===== src/rtl/db_pkg.sv =====
// rtl/db_pkg.sv - shared command codes, controller states and constants for the debug controller
package db_pkg;

   typedef enum logic [3:0] {
      CMD_NOP    = 4'd0,
      CMD_PAUSE  = 4'd1,
      CMD_RESUME = 4'd2,
      CMD_RESET  = 4'd3,
      CMD_STATUS = 4'd4,
      CMD_MEM_RD = 4'd5,
      CMD_MEM_WR = 4'd6,
      CMD_REG_RD = 4'd7,
      CMD_REG_WR = 4'd8
   } cmd_t;

   typedef enum logic [2:0] {
      ST_IDLE,
      ST_PAUSE_WAIT,
      ST_MEM_ACCESS,
      ST_MEM_WAIT,
      ST_REG_ACCESS,
      ST_DONE
   } ctrl_state_t;

   localparam logic [1:0] WORD_ALIGN_MASK = 2'b11;

endpackage


===== src/rtl/debug_controller_if.sv =====
// rtl/debug_controller_if.sv - command/response link between the serial decoder and the debug controller
interface debug_controller_if;
   logic [3:0]  cmd;
   logic [31:0] addr;
   logic [31:0] d_in;
   logic        out_valid;
   logic        ctrlr_busy;
   logic [31:0] d_rd;
   logic        ctrlr_error;

   modport master (
      output cmd, addr, d_in, out_valid,
      input  ctrlr_busy, d_rd, ctrlr_error
   );

   modport slave (
      input  cmd, addr, d_in, out_valid,
      output ctrlr_busy, d_rd, ctrlr_error
   );
endinterface


===== src/rtl/db_wait_timer.sv =====
// rtl/db_wait_timer.sv - loadable down-counter; done marks the last cycle of the loaded interval
module db_wait_timer #(
   parameter int W = 32
) (
   input  logic         clk,
   input  logic         reset,
   input  logic         load,
   input  logic [W-1:0] load_val,
   output logic         done
);
   logic [W-1:0] count;

   always_ff @(posedge clk or posedge reset) begin
      if (reset)
         count <= '0;
      else if (load)
         count <= load_val;
      else if (count != '0)
         count <= count - W'(1);
   end

   // A load of N gives done in the N-th cycle after the load edge
   assign done = (count == W'(1));
endmodule


===== src/rtl/debug_controller.sv =====
// rtl/debug_controller.sv - sequences serial debugger commands onto the MCU pause/reset, memory and register file ports
module debug_controller
   import db_pkg::*;
#(
   parameter int MEM_LATENCY   = 2,
   parameter int PAUSE_TIMEOUT = 1024
) (
   input  logic               clk,
   input  logic               reset,
   debug_controller_if.slave  ser,
   output logic               mcu_pause,
   input  logic               mcu_paused,
   output logic               mcu_reset,
   output logic [31:0]        mem_addr,
   output logic [31:0]        mem_din,
   output logic               mem_rd,
   output logic               mem_we,
   input  logic [31:0]        mem_dout,
   output logic [4:0]         rf_addr,
   output logic [31:0]        rf_din,
   output logic               rf_we,
   input  logic [31:0]        rf_dout
);
   ctrl_state_t state, state_n;
   logic [3:0]  cmd_q;
   logic [31:0] addr_q, din_q, d_rd_q;
   logic        busy_q, err_q;
   logic        accept, misaligned, mem_ok;
   logic        timer_load, timer_done;
   logic [31:0] timer_val;
   logic        set_pause, clr_pause, do_err, do_reset, do_status;
   logic        do_mem_rd, do_mem_wr, cap_mem, do_reg_rd, do_reg_wr;

   assign accept     = (state == ST_IDLE) && ser.out_valid;
   assign misaligned = |(addr_q[1:0] & WORD_ALIGN_MASK);
   assign mem_ok     = mcu_paused && !misaligned;

   db_wait_timer #(.W(32)) u_timer (
      .clk      (clk),
      .reset    (reset),
      .load     (timer_load),
      .load_val (timer_val),
      .done     (timer_done)
   );

   always_ff @(posedge clk or posedge reset) begin
      if (reset) state <= ST_IDLE;
      else       state <= state_n;
   end

   always_comb begin
      state_n = state;
      case (state)
         ST_IDLE:
            if (ser.out_valid) begin
               case (ser.cmd)
                  CMD_PAUSE:              state_n = ST_PAUSE_WAIT;
                  CMD_MEM_RD, CMD_MEM_WR: state_n = ST_MEM_ACCESS;
                  default:                state_n = ST_REG_ACCESS;
               endcase
            end
         ST_PAUSE_WAIT: if (mcu_paused || timer_done) state_n = ST_DONE;
         ST_MEM_ACCESS: state_n = (mem_ok && cmd_q == CMD_MEM_RD) ? ST_MEM_WAIT : ST_DONE;
         ST_MEM_WAIT:   if (timer_done) state_n = ST_DONE;
         ST_REG_ACCESS: state_n = ST_DONE;
         default:       state_n = ST_IDLE;
      endcase
   end

   // ST_REG_ACCESS also executes the control-only commands and rejects illegal codes
   always_comb begin
      timer_load = 1'b0;
      timer_val  = '0;
      set_pause  = 1'b0;
      clr_pause  = 1'b0;
      do_err     = 1'b0;
      do_reset   = 1'b0;
      do_status  = 1'b0;
      do_mem_rd  = 1'b0;
      do_mem_wr  = 1'b0;
      cap_mem    = 1'b0;
      do_reg_rd  = 1'b0;
      do_reg_wr  = 1'b0;
      case (state)
         ST_IDLE:
            if (accept && ser.cmd == CMD_PAUSE) begin
               set_pause  = 1'b1;
               timer_load = 1'b1;
               timer_val  = 32'(PAUSE_TIMEOUT);
            end
         ST_PAUSE_WAIT:
            if (!mcu_paused && timer_done) begin
               clr_pause = 1'b1;
               do_err    = 1'b1;
            end
         ST_MEM_ACCESS:
            if (!mem_ok)
               do_err = 1'b1;
            else if (cmd_q == CMD_MEM_WR)
               do_mem_wr = 1'b1;
            else begin
               do_mem_rd  = 1'b1;
               timer_load = 1'b1;
               timer_val  = 32'(MEM_LATENCY);
            end
         ST_MEM_WAIT: cap_mem = timer_done;
         ST_REG_ACCESS:
            case (cmd_q)
               CMD_NOP:    begin end
               CMD_RESUME: clr_pause = 1'b1;
               CMD_RESET:  do_reset  = 1'b1;
               CMD_STATUS: do_status = 1'b1;
               CMD_REG_RD: if (mcu_paused) do_reg_rd = 1'b1; else do_err = 1'b1;
               CMD_REG_WR:
                  if (!mcu_paused)
                     do_err = 1'b1;
                  else if (addr_q[4:0] != 5'd0)
                     do_reg_wr = 1'b1;
               default:    do_err = 1'b1;
            endcase
         default: begin end
      endcase
   end

   always_ff @(posedge clk or posedge reset) begin
      if (reset) begin
         cmd_q     <= '0;
         addr_q    <= '0;
         din_q     <= '0;
         busy_q    <= 1'b0;
         err_q     <= 1'b0;
         d_rd_q    <= '0;
         mcu_pause <= 1'b0;
         mcu_reset <= 1'b0;
         mem_addr  <= '0;
         mem_din   <= '0;
         mem_rd    <= 1'b0;
         mem_we    <= 1'b0;
         rf_addr   <= '0;
         rf_din    <= '0;
         rf_we     <= 1'b0;
      end else begin
         busy_q    <= (state != ST_IDLE);
         err_q     <= do_err;
         mcu_reset <= do_reset;
         mem_rd    <= do_mem_rd;
         mem_we    <= do_mem_wr;
         rf_we     <= do_reg_wr;
         if (accept) begin
            cmd_q  <= ser.cmd;
            addr_q <= ser.addr;
            din_q  <= ser.d_in;
            // Register file reads are combinational, so the index must be out during ST_REG_ACCESS
            if (ser.cmd == CMD_REG_RD || ser.cmd == CMD_REG_WR)
               rf_addr <= ser.addr[4:0];
         end
         if (set_pause)      mcu_pause <= 1'b1;
         else if (clr_pause) mcu_pause <= 1'b0;
         if (do_mem_rd || do_mem_wr) mem_addr <= addr_q;
         if (do_mem_wr) mem_din <= din_q;
         if (do_reg_wr) rf_din  <= din_q;
         if (do_status)      d_rd_q <= {31'b0, mcu_paused};
         else if (do_reg_rd) d_rd_q <= rf_dout;
         else if (cap_mem)   d_rd_q <= mem_dout;
      end
   end

   assign ser.ctrlr_busy  = busy_q;
   assign ser.d_rd        = d_rd_q;
   assign ser.ctrlr_error = err_q;
endmodule


===== src/flat_wrapper.sv =====
// flat-port wrapper written by rule: the top's interface ports become plain ports
module debug_controller_flat import db_pkg::*;
#(
   parameter int MEM_LATENCY   = 2,
   parameter int PAUSE_TIMEOUT = 1024
)
  (clk, reset, mcu_pause, mcu_paused, mcu_reset, mem_addr, mem_din, mem_rd, mem_we, mem_dout, rf_addr, rf_din, rf_we, rf_dout, ser_cmd, ser_addr, ser_d_in, ser_out_valid, ser_ctrlr_busy, ser_d_rd, ser_ctrlr_error);
  debug_controller_if ser_i ();
  input  logic clk;
  input  logic reset;
  output logic mcu_pause;
  input  logic mcu_paused;
  output logic mcu_reset;
  output logic [31:0] mem_addr;
  output logic [31:0] mem_din;
  output logic mem_rd;
  output logic mem_we;
  input  logic [31:0] mem_dout;
  output logic [4:0] rf_addr;
  output logic [31:0] rf_din;
  output logic rf_we;
  input  logic [31:0] rf_dout;
  input wire logic [$bits(ser_i.cmd)-1:0] ser_cmd;
  input wire logic [$bits(ser_i.addr)-1:0] ser_addr;
  input wire logic [$bits(ser_i.d_in)-1:0] ser_d_in;
  input wire logic [$bits(ser_i.out_valid)-1:0] ser_out_valid;
  output wire logic [$bits(ser_i.ctrlr_busy)-1:0] ser_ctrlr_busy;
  output wire logic [$bits(ser_i.d_rd)-1:0] ser_d_rd;
  output wire logic [$bits(ser_i.ctrlr_error)-1:0] ser_ctrlr_error;
  assign ser_i.cmd = ser_cmd;
  assign ser_i.addr = ser_addr;
  assign ser_i.d_in = ser_d_in;
  assign ser_i.out_valid = ser_out_valid;
  assign ser_ctrlr_busy = ser_i.ctrlr_busy;
  assign ser_d_rd = ser_i.d_rd;
  assign ser_ctrlr_error = ser_i.ctrlr_error;
  debug_controller #(.MEM_LATENCY(MEM_LATENCY), .PAUSE_TIMEOUT(PAUSE_TIMEOUT)) u_core (.clk(clk), .reset(reset), .ser(ser_i), .mcu_pause(mcu_pause), .mcu_paused(mcu_paused), .mcu_reset(mcu_reset), .mem_addr(mem_addr), .mem_din(mem_din), .mem_rd(mem_rd), .mem_we(mem_we), .mem_dout(mem_dout), .rf_addr(rf_addr), .rf_din(rf_din), .rf_we(rf_we), .rf_dout(rf_dout));
endmodule

===== config.mk =====
export PLATFORM = sky130hd
export DESIGN_NAME = debug_controller_flat
export DESIGN_NICKNAME = d
export VERILOG_FILES = /design/src/rtl/db_pkg.sv /design/src/rtl/debug_controller_if.sv /design/src/rtl/db_wait_timer.sv /design/src/rtl/debug_controller.sv /design/src/flat_wrapper.sv
export SDC_FILE = /design/constraint.sdc
export NUM_CORES = 1
export LEC_CHECK = 0
export ABC_AREA = 1
export BUFFER_PORTS_ARGS = -buffer_cell sky130_fd_sc_hd__buf_2
export CORE_ASPECT_RATIO = 0.7
export CORE_MARGIN = 4
export CORE_UTILIZATION = 25
export CTS_CLUSTER_DIAMETER = 120
export DETAILED_ROUTE_END_ITERATION = 12
export PLACE_DENSITY = 0.5
export SLEW_MARGIN = 20
export SYNTH_ARGS = -nofsm -noshare
export SYNTH_HDL_FRONTEND = slang
export SYNTH_SLANG_ARGS = --single-unit

===== constraint.sdc =====
create_clock -name clk -period 20.5 [get_ports clk]
set_clock_uncertainty 0.1 [all_clocks]
set_input_delay 3.075 -clock clk [delete_from_list [all_inputs] [get_ports clk]]
set_output_delay 3.075 -clock clk [all_outputs]
set_load 0.05 [all_outputs]

==> metrics, run 1 <==
outcome complete, no violations; critical path fanouts, max about 110; utilization after layout 0.3176; Synth cell types 31; placeable core area 42,250 um^2; initial antenna violation count 3; global router's overall resource usage 0.1329; fraction of the cycle the final worst path needs 0.2442; total vias in the final route approximately 9,100; synth cell count leaders 427 x nand2_1, 243 x dfrtp_1, 153 x nor2_1; Final Hold Violating Endpoints 0; signal arrival time at the worst endpoint 5360 ps; leading post-synthesis cells by cell area dfrtp_1 57%, nand2_1 15%, o21ai_0 6.7%; total negative slack for setup checks 0 ps; hold buffer count at CTS 0; clock latency on the worst-skew pair 550 ps; H-tree levels 1; dpl ws 14,810 ps; cell with the most instances after synthesis nand2_1; P&R area growth vs syn 25.82%; fill count 4,540; most instantiated flip-flop cell in the synthesis netlist dfrtp_1; post-route worst setup slack 15,490 ps; share of post-route cells with drive strength above 1 0.2405; # nets final 1,663; clock tree from TritonCTS done; final setup violation count 0; Chip Width 254.9 um; total gr overflow 0; Port Buffer Count 275; area fraction of the dominant cell type after synthesis 0.5702; CTS Root Buffer Type clkbuf_16; count of antenna diodes in the layout 0; netlist area before placement around 11,000 um^2; required time of the critical path around 21,000 ps; count of flip-flops with a built-in enable after synthesis 0; number of buffers inserted by post-CTS setup repair 0; Worst setup SP type input pin; # rows 63; post-DR vias/cell ~4.3; portion of the post-synthesis area used by sequential elements 0.5702; height of the die around 180 um; Die ar. roughly 46,000 um^2; peak clock frequency supported by timing 199.8 MHz; count of pins over their slew limit 0; Warnings, synthesis 0; #FFs+latches synth 243; slew of the pin with the lowest slew margin 1052 ps; wire length of the first global-routing pass 49.88 mm; Detailed Route Iter0 Violations between 500 and 600; buffers from clock root to sink, at most 3; power density over the cells 147.3 nW/um^2; clock slew seen by the registers of the worst setup and hold paths 60 ps; final weighted congestion of routability-driven global placement 0.8157; setup repair after global routing missed its margin no; leakage power summed over all cells 7.100 nW; Initial Utilization 0.2524; post-route antenna net violation count 0; number of nets produced by synthesis 1,410; first-pass iteration count of the detailed router 4; library cell occupying the most area in the post-synthesis netlist dfrtp_1; vias in the first global route 8,893; post-detailed-route DRC marker count 0; Post-Route WL 31.55 mm; detailed-route wire length per cell 15.03 um; Max-Slew Margin vs Limit 0.2984; number of instances resized during post-cts repair 0; peak supply drop approximately 0.000066 V; number of max-cap violations 0; largest net degree at the start of global routing 121; IO Pins 276; share of flip-flops with an asynchronous set or reset 1.000; nature of the critical path endpoint flop; number of clock buffers inserted by TritonCTS 28; final critical path time including I/O delays and setup 5006 ps; instance count of the mapped netlist approximately 1,300; CTS sink cnt roughly 240; path category of the worst min-delay check flop to flop; Crit Path Category input pin to flop; DP HPWL 21.72 mm; Mean Syn Cell Area 8.385 um^2
## final timing paths
| path | from | to | slack, ps | cells past startpoint |
|---|---|---|---|---|
| worst max-delay path | ser_out_valid | u_core.cmd_q[1] | 15490 | 6 |
| worst max register to register | u_core.state[0] | u_core.cmd_q[1] | 17480 | 6 |
| max in group asynchronous | reset | u_core.din_q[11] | 16300 | 3 |
| worst min register to register | u_core.addr_q[22] | u_core.addr_q[22] | 370 | 2 |
| min in group asynchronous | reset | u_core.ser.d_rd[9] | 2600 | 2 |
| worst min-delay path | u_core.addr_q[22] | u_core.addr_q[22] | 370 | 2 |
## cell type report
class                   count  area (um^2)  area share
multi-input cells         886         3956      0.2948
clock inverters            12        115.1    0.008578
repair buffers            281         1421      0.1059
well taps                 552        690.7     0.05147
flip-flops and latches    243         6081      0.4531
clock buffers              40        825.8     0.06154
inverters                  85        329.1     0.02452
## where the power goes
part / leakage [nW] / switching, mW / internal (mW)
clock network: 0.457 / 0.211 / 0.294
logic: 3.48 / 0.542 / 0.189
registers: 3.16 / 0.0990 / 0.641
## layout by cell type (no fill, tap or decap), types with 9 or more instances in the layout
master,count
nand2_1,425
buf_2,275
dfrtp_1,243
nor2_1,153
o21ai_0,143
inv_1,76
nand3_1,61
clkbuf_16,28
nor3_1,14
o21ai_1,14
nand4_1,11
nor2_4,9
## flip-flops by register name, summed over array words and instances, names as in the netlist
register / flops
u_core.mcu_reset: 1
u_core.u_timer.count: 32
u_core.mem_din: 32
u_core.ser.d_rd: 32
u_core.ser.ctrlr_error: 1
u_core.mem_rd: 1
u_core.cmd_q: 4
u_core.din_q: 32
u_core.state: 3
u_core.rf_addr: 5
u_core.mem_we: 1
u_core.rf_din: 32
u_core.mem_addr: 32
u_core.rf_we: 1
u_core.mcu_pause: 1
u_core.addr_q: 32
u_core.ser.ctrlr_busy: 1
## critical path, stage by stage
cell and delay [ps]:
buf_2 90, inv_1 80, nor2_8 120, buf_4 800, inv_1 780, o21ai_0 370
## cells by family (layout without fill, tap and decap cells)
logic type                 after synthesis  count (layout)  synth area share
AOI/OAI and AO/OA                      172             172           0.08283
adders and majority gates                2               2          0.002346
xor gates and xnor gates                13              13           0.01068
DFF                                    243             243            0.5702
buffers and inverters                  143             418           0.05983
and+or+nand+nor                        699             699            0.2742
## per-layer routing
metal,routed length [um],GRT usage,share of wire
met2,14110,0.2104,0.45
met4,585,0.02574,0.019
met1,15180,0.1905,0.48
met5,0,0,0
met3,1665,0.02633,0.053
## through the flow
stage | power, mW | hold WS [ps] | area, um^2 | instances
floorplan | 1.286 | 342.2 | 10670 | 1272
global placement | 1.476 | 355.1 | 12470 | 2047
detailed placement | 1.486 | 358.2 | 12470 | 2047
CTS | 2.006 | 372.5 | 13410 | 2099
global route | 2.118 | 389.3 | 13420 | 2099
finish | 1.977 | 368.7 | 13420 | 2099
(Power assumes the default switching activity.)
==> run 2: changes to the inputs <==
--- a/config.mk
+++ b/config.mk
@@ -12,7 +12,7 @@
 export CORE_UTILIZATION = 25
 export CTS_CLUSTER_DIAMETER = 120
 export DETAILED_ROUTE_END_ITERATION = 12
-export PLACE_DENSITY = 0.5
+export PLACE_DENSITY = 0.51
 export SLEW_MARGIN = 20
 export SYNTH_ARGS = -nofsm -noshare
 export SYNTH_HDL_FRONTEND = slang
==> constraint.sdc (replaced) <==
create_clock -name clk -period 4.29 [get_ports clk]
set_clock_uncertainty 0.1 [all_clocks]
set_input_delay 0.6435 -clock clk [delete_from_list [all_inputs] [get_ports clk]]
set_output_delay 0.6435 -clock clk [all_outputs]
set_load 0.05 [all_outputs]
==> run 2 against run 1 <==
  * Register-to-register slack got worse by 16000 ps
  * Critical path depth rose by 3
  * Combinational power grew to 4.8 times the previous value
  * Cell area increased by 0.56%
  * Via count down 0.13%
  * Sequential share of layout area down 0.25 points
  * Clock power increased to 5.0 times the previous value
  * Hold slack got worse by 190 ps
  * Sequential cell count stayed put
  * Critical endpoint is now u_core.ser.d_rd[2]
  * Largest power group unchanged
==> metrics, run 2 (synthesis results as in run 1) <==
outcome complete, no violations; critical path fanouts, max 33 (-69%); worst path buffer plus inverter count 2 (-2); CTS sink cnt 243 (unchanged); Port Buffer Count 275 (unchanged); total negative slack for setup checks 0 ps (unchanged); most used routing layer in global routing met2; largest incremental delay on the critical path 680 ps (-120 ps); total gr overflow 0 (unchanged); Detailed Route Iter0 Violations 578 (+9.9%); final critical path time including I/O delays and setup around 2700 ps; last element of the critical path u_core.ser.d_rd[2]; count of pins over their slew limit 0 (unchanged); CTS Root Buffer Type clkbuf_16; final weighted congestion of routability-driven global placement 0.8209 (+0.64%); setup repair after global routing missed its margin no; number of buffers inserted by post-CTS setup repair 0 (unchanged); reg2reg start u_core.state[1]; placeable core area 42,250 um^2 (unchanged); post-DR vias/cell 4.317 (-0.42%); register-to-register setup slack 1550 ps (-15,930 ps); P&R area growth vs syn 26.53%; vias in the first global route 9,192 (+3.4%); Post-Route WL 32.28 mm (+2.3%); height of the die 180.8 um (unchanged); hold buffer count at CTS 0 (unchanged); met3 layer usage reported by global route 0.02605 (-0.0002878); highest-count cells in the layout ignoring fill and taps 425 x nand2_1, 275 x buf_2, 243 x dfrtp_1; utilization after layout 0.3194 (+0.001777); peak supply drop 0.0002730 V (+320%); largest net degree at the start of global routing 100 (-17%); detailed-route wire length per cell 15.34 um (+2.0%); Chip Width 254.9 um (unchanged); fraction of the cycle the final worst path needs 0.6391; GR Layer Usage met1 0.1976 (+0.007091); Crit Path Category flop to flop; post-route antenna net violation count 0 (unchanged); IO Pins 276 (unchanged); Die ar. 46,080 um^2 (unchanged); total vias in the final route 9,088 (-0.13%); path length in cells of the critical path 9 (+3); Final Hold Violating Endpoints 0 (unchanged); post-detailed-route DRC marker count 0 (unchanged); # rows 63 (unchanged); required time of the critical path 4620 ps (-16,230 ps); initial antenna violation count 2 (-1); signal arrival time at the worst endpoint 3070 ps (-2290 ps); H-tree levels 1 (unchanged); power density over the cells 706.8 nW/um^2 (+380%); Initial Utilization 0.2524 (unchanged); peak clock frequency supported by timing 364.7 MHz; number of clock buffers inserted by TritonCTS 29 (+3.6%); share of post-route cells with drive strength above 1 0.2406 (about the same); critical path cell sequence nor2_2 -> inv_2 -> nor2_4 -> nand3_2 -> inv_2 -> nor2_4 -> nand2_4 -> nand2_1 -> nand2_1; final setup violation count 0 (unchanged); first element of the critical path u_core.state[1]; buffers from clock root to sink, at most 3 (unchanged); path category of the worst min-delay check input pin to async pin; clock latency on the worst-skew pair 540 ps (about the same); instance area after placement 12,520 um^2 (+0.35%); design area 13,490 um^2 (+0.56%); fill count 4,531 (-0.20%); met2 routing resource usage after global routing 0.2119 (+0.001504); Slowest cell on crit path nor2_4; clock slew seen by the registers of the worst setup and hold paths 60 ps (about the same); first-pass iteration count of the detailed router 4 (unchanged); DP HPWL 22.59 mm (+4.0%); worst-case reg-to-reg path depth 9 (+3); most common cell after layout, fill and taps aside nand2_1; slew of the pin with the lowest slew margin 883.4 ps (-168.9 ps); clock tree from TritonCTS done; number of max-cap violations 0 (unchanged); Worst R2R End u_core.ser.d_rd[2]; global router's overall resource usage 0.1375 (+0.004575); nature of the critical path endpoint flop; # nets final 1,667 (+0.24%); worst hold margin 176.0 ps (-192.7 ps); Worst setup SP type flop; Max-Slew Margin vs Limit 0.4098 (+0.1114); wire length of the first global-routing pass 51.41 mm (+3.1%); Top delay family on crit path simple AND/OR/NAND/NOR gates; number of instances resized during post-cts repair 0 (unchanged); leakage power summed over all cells 7.116 nW (+0.23%)
run 2: changes by cell type in the layout (fill, tap and decap cells not counted), sizes merged:
cell / delta
buf: +3
bufinv: +2
clkbuf: +1
clkinv: -2
diode: +3
inv: -1
run 2: metrics by stage:
| stage | setup WS (ps) | cells | total power [mW] |
|---|---|---|---|
| floorplan | 356.7 | 1272 | 6.145 |
| global placement | 1594 | 2050 | 7.055 |
| detailed placement | 1498 | 2050 | 7.112 |
| CTS | 1478 | 2102 | 9.695 |
| global route | 1231 | 2104 | 10.20 |
| finish | 1548 | 2105 | 9.538 |
run 2: routing by layer:
metal / part of all wire / vias to the layer above
met3: 0.053 / 51
li1: - / 4537
met4: 0.029 / 0
met5: 0 / -
met1: 0.48 / 4288
met2: 0.44 / 212
run 2: where the power goes:
group          internal, mW  switching, mW
combinational         0.903           2.59
clock                  1.51          0.984
sequential             3.07          0.481
run 2: layout make-up:
cell class / instances / area [um^2] / area share
repair buffers: 284 / 1469 / 0.1089
clock buffers: 41 / 820.8 / 0.06083
well taps: 552 / 690.7 / 0.05118
diodes: 3 / 7.507 / 0.0005563
multi-input cells: 886 / 3951 / 0.2928
clock inverters: 11 / 148.9 / 0.01103
flip-flops and latches: 243 / 6081 / 0.4506
inverters: 85 / 325.3 / 0.02411
run 2: worst min-delay path by stage:
stage / slack, ps / depth (start not counted) / end
final: 180 / 2 / u_core.mem_addr[20]
after global routing: 180 / 3 / u_core.addr_q[28]
after CTS: 160 / 3 / u_core.addr_q[20]
after detailed placement: 360 / 2 / u_core.mem_addr[30]
after global placement: 350 / 2 / u_core.addr_q[26]
after floorplan: 340 / 2 / u_core.addr_q[10]
